$ cat src/rtl/boot_dl_sink.sv
// Boot download sink: captures dn_* byte strobes into a FIFO, commits them to memory
// through a req/ack port, and releases the CPU with a start address once drained.
module boot_dl_sink #(
    parameter int unsigned         ADDR_W     = 16,
    parameter int unsigned         MEM_AW     = 24,
    parameter logic [MEM_AW-1:0]   BASE_ADDR  = 24'h000000,
    parameter int unsigned         FIFO_DEPTH = 4
) (
    input  logic              clk_sys,
    input  logic              reset,
    input  logic              dn_go,
    input  logic              dn_wr,
    input  logic [ADDR_W-1:0] dn_addr,
    input  logic [7:0]        dn_data,
    input  logic              execute_enable,
    input  logic [ADDR_W-1:0] execute_addr,
    output logic              mem_req,
    output logic [MEM_AW-1:0] mem_addr,
    output logic [7:0]        mem_din,
    input  logic              mem_ack,
    output logic              cpu_hold,
    output logic              exec_load,
    output logic [ADDR_W-1:0] exec_pc,
    output logic              overflow,
    output logic [15:0]       byte_count
);

    localparam int unsigned PW = (FIFO_DEPTH > 1) ? $clog2(FIFO_DEPTH) : 1;

    typedef enum logic [1:0] {
        S_IDLE,
        S_LOAD,
        S_DRAIN,
        S_EXEC
    } state_t;

    state_t state, state_nx;

    logic [ADDR_W-1:0] fifo_addr [FIFO_DEPTH];
    logic [7:0]        fifo_data [FIFO_DEPTH];
    logic [PW-1:0]     wr_ptr, rd_ptr;
    logic [PW:0]       fill;

    logic dn_wr_d, dn_go_d, pending;

    logic go_rise, go_fall, wr_rise;
    logic fifo_empty, fifo_full;
    logic push_req, push, pop, drop, issue, exec_seen;
    logic [ADDR_W-1:0] issue_addr;
    logic [7:0]        issue_data;

    logic hold_set, hold_clr, load_exec, clear_stream;

    always_comb begin
        go_rise    = dn_go & ~dn_go_d;
        go_fall    = ~dn_go & dn_go_d;
        wr_rise    = dn_wr & ~dn_wr_d;
        fifo_empty = (fill == '0);
        fifo_full  = (fill == (PW+1)'(FIFO_DEPTH));
        pop        = mem_req & mem_ack;
        push_req   = (state == S_LOAD) & wr_rise;
        push       = push_req & (~fifo_full | pop);
        drop       = push_req & fifo_full & ~pop;
        exec_seen  = execute_enable & ((state == S_LOAD) | (state == S_DRAIN));
        // An empty FIFO forwards the byte being pushed so the request starts a cycle earlier.
        issue      = ~mem_req & (~fifo_empty | push);
        issue_addr = fifo_empty ? dn_addr : fifo_addr[rd_ptr];
        issue_data = fifo_empty ? dn_data : fifo_data[rd_ptr];
    end

    always_comb begin
        state_nx     = state;
        hold_set     = 1'b0;
        hold_clr     = 1'b0;
        load_exec    = 1'b0;
        clear_stream = 1'b0;
        case (state)
            S_IDLE: begin
                if (go_rise) begin
                    state_nx     = S_LOAD;
                    hold_set     = 1'b1;
                    clear_stream = 1'b1;
                end
            end
            S_LOAD: begin
                if (go_fall) begin
                    state_nx = S_DRAIN;
                end
            end
            S_DRAIN: begin
                if (go_rise) begin
                    state_nx     = S_LOAD;
                    hold_set     = 1'b1;
                    clear_stream = 1'b1;
                end else if (fifo_empty && !mem_req) begin
                    if (pending || exec_seen) begin
                        state_nx  = S_EXEC;
                        load_exec = 1'b1;
                    end else begin
                        state_nx = S_IDLE;
                        hold_clr = 1'b1;
                    end
                end
            end
            S_EXEC: begin
                if (go_rise) begin
                    state_nx     = S_LOAD;
                    hold_set     = 1'b1;
                    clear_stream = 1'b1;
                end else begin
                    state_nx = S_IDLE;
                    hold_clr = 1'b1;
                end
            end
            default: state_nx = S_IDLE;
        endcase
    end

    always_ff @(posedge clk_sys) begin
        if (reset) begin
            state      <= S_IDLE;
            dn_wr_d    <= 1'b0;
            dn_go_d    <= 1'b0;
            pending    <= 1'b0;
            cpu_hold   <= 1'b0;
            exec_load  <= 1'b0;
            exec_pc    <= '0;
            overflow   <= 1'b0;
            byte_count <= '0;
        end else begin
            state     <= state_nx;
            dn_wr_d   <= dn_wr;
            dn_go_d   <= dn_go;
            exec_load <= load_exec;
            if (hold_set) begin
                cpu_hold <= 1'b1;
            end else if (hold_clr) begin
                cpu_hold <= 1'b0;
            end
            if (clear_stream || state == S_EXEC) begin
                pending <= 1'b0;
            end else if (exec_seen) begin
                pending <= 1'b1;
            end
            if (exec_seen) begin
                exec_pc <= execute_addr;
            end
            if (clear_stream) begin
                overflow <= 1'b0;
            end else if (drop) begin
                overflow <= 1'b1;
            end
            if (clear_stream) begin
                byte_count <= '0;
            end else if (pop) begin
                byte_count <= byte_count + 16'd1;
            end
        end
    end

    always_ff @(posedge clk_sys) begin
        if (reset) begin
            wr_ptr <= '0;
            rd_ptr <= '0;
            fill   <= '0;
        end else begin
            if (push) begin
                wr_ptr <= wr_ptr + PW'(1);
            end
            if (pop) begin
                rd_ptr <= rd_ptr + PW'(1);
            end
            case ({push, pop})
                2'b10:   fill <= fill + (PW+1)'(1);
                2'b01:   fill <= fill - (PW+1)'(1);
                default: fill <= fill;
            endcase
        end
    end

    always_ff @(posedge clk_sys) begin
        if (push) begin
            fifo_addr[wr_ptr] <= dn_addr;
            fifo_data[wr_ptr] <= dn_data;
        end
    end

    // Address/data only change when a new request is issued, so they stay stable under req.
    always_ff @(posedge clk_sys) begin
        if (reset) begin
            mem_req  <= 1'b0;
            mem_addr <= '0;
            mem_din  <= '0;
        end else if (pop) begin
            mem_req <= 1'b0;
        end else if (issue) begin
            mem_req  <= 1'b1;
            mem_addr <= BASE_ADDR + MEM_AW'(issue_addr);
            mem_din  <= issue_data;
        end
    end

endmodule

$ cat config.mk
export PLATFORM = sky130hd
export DESIGN_NAME = boot_dl_sink
export DESIGN_NICKNAME = d
export VERILOG_FILES = /design/src/rtl/boot_dl_sink.sv
export SDC_FILE = /design/constraint.sdc
export NUM_CORES = 1
export LEC_CHECK = 0
export ABC_AREA = 1
export CORE_ASPECT_RATIO = 0.75
export CORE_MARGIN = 5
export CORE_UTILIZATION = 57
export CTS_CLUSTER_SIZE = 12
export DETAILED_ROUTE_END_ITERATION = 6
export PLACE_DENSITY = 0.84
export SKIP_LAST_GASP = 1
export SYNTH_ARGS = -nofsm -noshare
export SYNTH_HDL_FRONTEND = slang
export SYNTH_SLANG_ARGS = --single-unit
export TNS_END_PERCENT = 100
$ cat constraint.sdc
create_clock -name clk_sys -period 7.4 [get_ports clk_sys]
set_input_delay 2.22 -clock clk_sys [delete_from_list [all_inputs] [get_ports clk_sys]]
set_output_delay 2.22 -clock clk_sys [all_outputs]
set_load 0.01 [all_outputs]
==> impl_metrics.py <==
metrics = {
    "synth": {
        "ys_ff_latch": 170,
        "synth_compound_area_frac": 0.09408,
        "syn_inst": 762,
        "ys_seq_area_frac": 0.6180,
        "syn_area_um2": 7062,
        "synth_top_flop_cell": "edfxtp_1",
        "synth_xor_area_frac": 0,
        "synthMuxAreaShare": 0,
        "synth_top_family_by_area": "simple AND/OR/NAND/NOR gates",
        "yosysUniqueCellTypes": 29,
        "ys_async_sr_fraction": 0,
        "avgSynthCellArea_um2": 9.267,
        "synth_edf_count": 96,
        "synth_warnings": 0,
        "synthAdderAreaFrac": 0.02232,
        "synthSimpleGateAreaFrac": 0.2096,
    },
    "layout": {
        "multiInputGateArea_um2": 2350,
        "finalNetCount": 917,
        "nFillCells": 834,
        "seq_area_um2": 4364,
        "final_common_cell": "nand2_1",
        "drive_above_1_share": 0.06193,
        "syn_to_final_growth_pct": 24.33,
        "design_area_um2": 8780,
        "layout_common_cells": "nand2_1, nor2_1, clkdlybuf4s50_1, edfxtp_1",
        "antenna_cells": 0,
    },
    "worst_setup_path": {
        "worst_ep_arrival_time_ns": 4.54,
        "crit_buf_inv": 1,
        "crit_path_end_kind": "register",
        "critPathMaxStageDelay_ns": 0.96,
        "cpMostUsedCell": "nand2_2",
        "cp-start-kind": "input port",
        "path_max_fanout": 47,
        "critPathKind": "in2reg",
        "cp_top_family": "compound AO/OA/AOI/OAI gates",
        "cpMaxStageDelayCell": "a21oi_4",
        "path_cells": "clkdlybuf4s50_1 -> nand2_2 -> nand3_2 -> nand2_2 -> a21oi_4 -> o21ai_0 -> nor2_1",
        "crit_required_ns": 7.75,
    },
    "placed_design": {
        "io_buffers": 105,
        "place_area_um2": 8198,
        "gp_congestion": 0.8264,
        "dpl.hpwl_um": 9948,
    },
    "routing": {
        "wl_per_cell_um": 15.47,
        "first_pass_iters": 7,
        "antenna_left": 0,
        "drc": 2,
        "viasPerCell": 5.371,
        "drt_wl_total_um": 16060,
        "vias": 5575,
        "drt_iter0_drc": 445,
    },
    "status": {
        "violations": "DRC",
        "status": "finished, violations left",
    },
    "global_routing": {
        "first_global_vias": 5513,
        "grt_pass1_wl_um": 26370,
        "grt_start_max_net_pins": 50,
        "antenna_found_initial": 0,
        "grt_use_total": 0.2225,
        "grt-ovfl-total": 0,
    },
    "cts": {
        "cts_buffers": 17,
        "insertion_delay_ns": 0.42,
        "cts_tree": "yes",
        "root_buffer": "clkbuf_16",
        "post_cts_buffers": 0,
        "clock-sinks": 170,
        "htree_num_levels": 4,
        "cts_buffer_depth": 2,
        "cts_resized": 0,
        "clkTransAtPathRegs_ns": 0.06,
        "hold_buffers": 0,
    },
    "timing": {
        "period_needed_ns": 4.192,
        "slew_viol_final": 0,
        "setup_violations": 0,
        "setup_tns_ns": 0,
        "fin_crit_sh": 0.5665,
        "fmax_mhz": 238.6,
        "slew_headroom": 0.2116,
        "worst_clock_skew_ns": 0.006839,
        "tightest_slew_ns": 1.180,
        "final_hold_viol_count": 0,
        "rsz0062_at_grt": "false",
        "fin_hold_ws_ns": 0.4749,
    },
    "floorplan": {
        "initial_core_util": 0.5780,
        "fp.dieW_um": 138.5,
        "die_h_um": 106.4,
        "fp.coreArea_um2": 12220,
        "ios": 114,
        "dieArea_um2": 14740,
        "rows": 35,
    },
    "power": {
        "p_leak_nw": 3.257,
        "ir_worst_vdd_mv": 0.2338,
        "power.density_nw_per_um2": 325.4,
    },
    "worst_hold_path": {
        "hp-class": "reg2reg",
    },
    "run": {
        "max_cap_viol_count": 0,
    },
}
[per-layer routing]
| layer | track usage | wire length (µm) | share of wire | up-vias |
|---|---|---|---|---|
| met4 | 0.07757 | 258 | 0.016 | 0 |
| met2 | 0.3733 | 7943 | 0.49 | 204 |
| li1 | - | - | - | 2706 |
| met3 | 0.06385 | 1131 | 0.070 | 20 |
| met5 | 0 | 0 | 0 | - |
| met1 | 0.2785 | 6727 | 0.42 | 2645 |
[kinds of logic after synthesis]
logic type	count (synthesis)
DFF	170
AOI/OAI and AO/OA	131
and+or+nand+nor	363
other	1
adders and majority gates	12
buffers and inverters	85
[cell usage after synthesis (5+ instances only)]
master      n  area share
a21oi_1    74       0.052
buf_2      10      0.0071
buf_4      10       0.011
clkbuf_1   17      0.0090
dfxtp_1    74        0.21
edfxtp_1   96        0.41
ha_1       11       0.019
inv_1      41       0.022
nand2_1   191        0.10
nand3_1    34       0.024
nand4_1     5      0.0044
nor2_1    111       0.059
nor3_1      7      0.0050
o21ai_0    39       0.028
o21ai_1    14      0.0099
or2_2       5      0.0044
[path summary, 6_finish.rpt]
| path | from | to | slack (ns) | depth (start not counted) |
|---|---|---|---|---|
| max | mem_ack | mem_addr[2] | 3.21 | 7 |
| min | rd_ptr[0] | register | 0.47 | 1 |
| max reg2reg | state[1] | mem_addr[2] | 4.84 | 8 |
| min reg2reg | rd_ptr[0] | register | 0.47 | 1 |
[state kept, by name, summed over array words and instances (netlist names), 2 cells and up, named ones only]
name and count:
fifo_addr 64, fifo_data 32, byte_count 16, exec_pc 16, mem_addr 16, mem_din 8
fill 3, rd_ptr 2, state 2, wr_ptr 2
[power by group]
group	internal [W]	switching, W	total (W)
registers	0.00111	0.0000625	0.00117
logic	0.000306	0.000515	0.000820
clock network	0.000514	0.000348	0.000862
[final cells by class]
type | count | area share
Timing Repair Buffer | 114 | 0.1274
Tap cell | 166 | 0.02366
Clock buffer | 20 | 0.05216
Sequential cell | 170 | 0.4971
Clock inverter | 12 | 0.01411
Inverter | 42 | 0.01796
Multi-Input combinational cell | 514 | 0.2676
[per-stage QoR]
stage	setup slack, ns	total power, W	util	std cells
after floorplan	3.321	0.001720	-	769
after global placement	2.946	0.001959	0.6710	1006
after global routing	2.998	0.003037	0.7186	1038
after detailed placement	2.815	0.002003	0.6710	1006
after CTS	3.232	0.002872	0.7186	1038
final	3.208	0.002857	0.7186	1038
(Power assumes the default switching activity.)
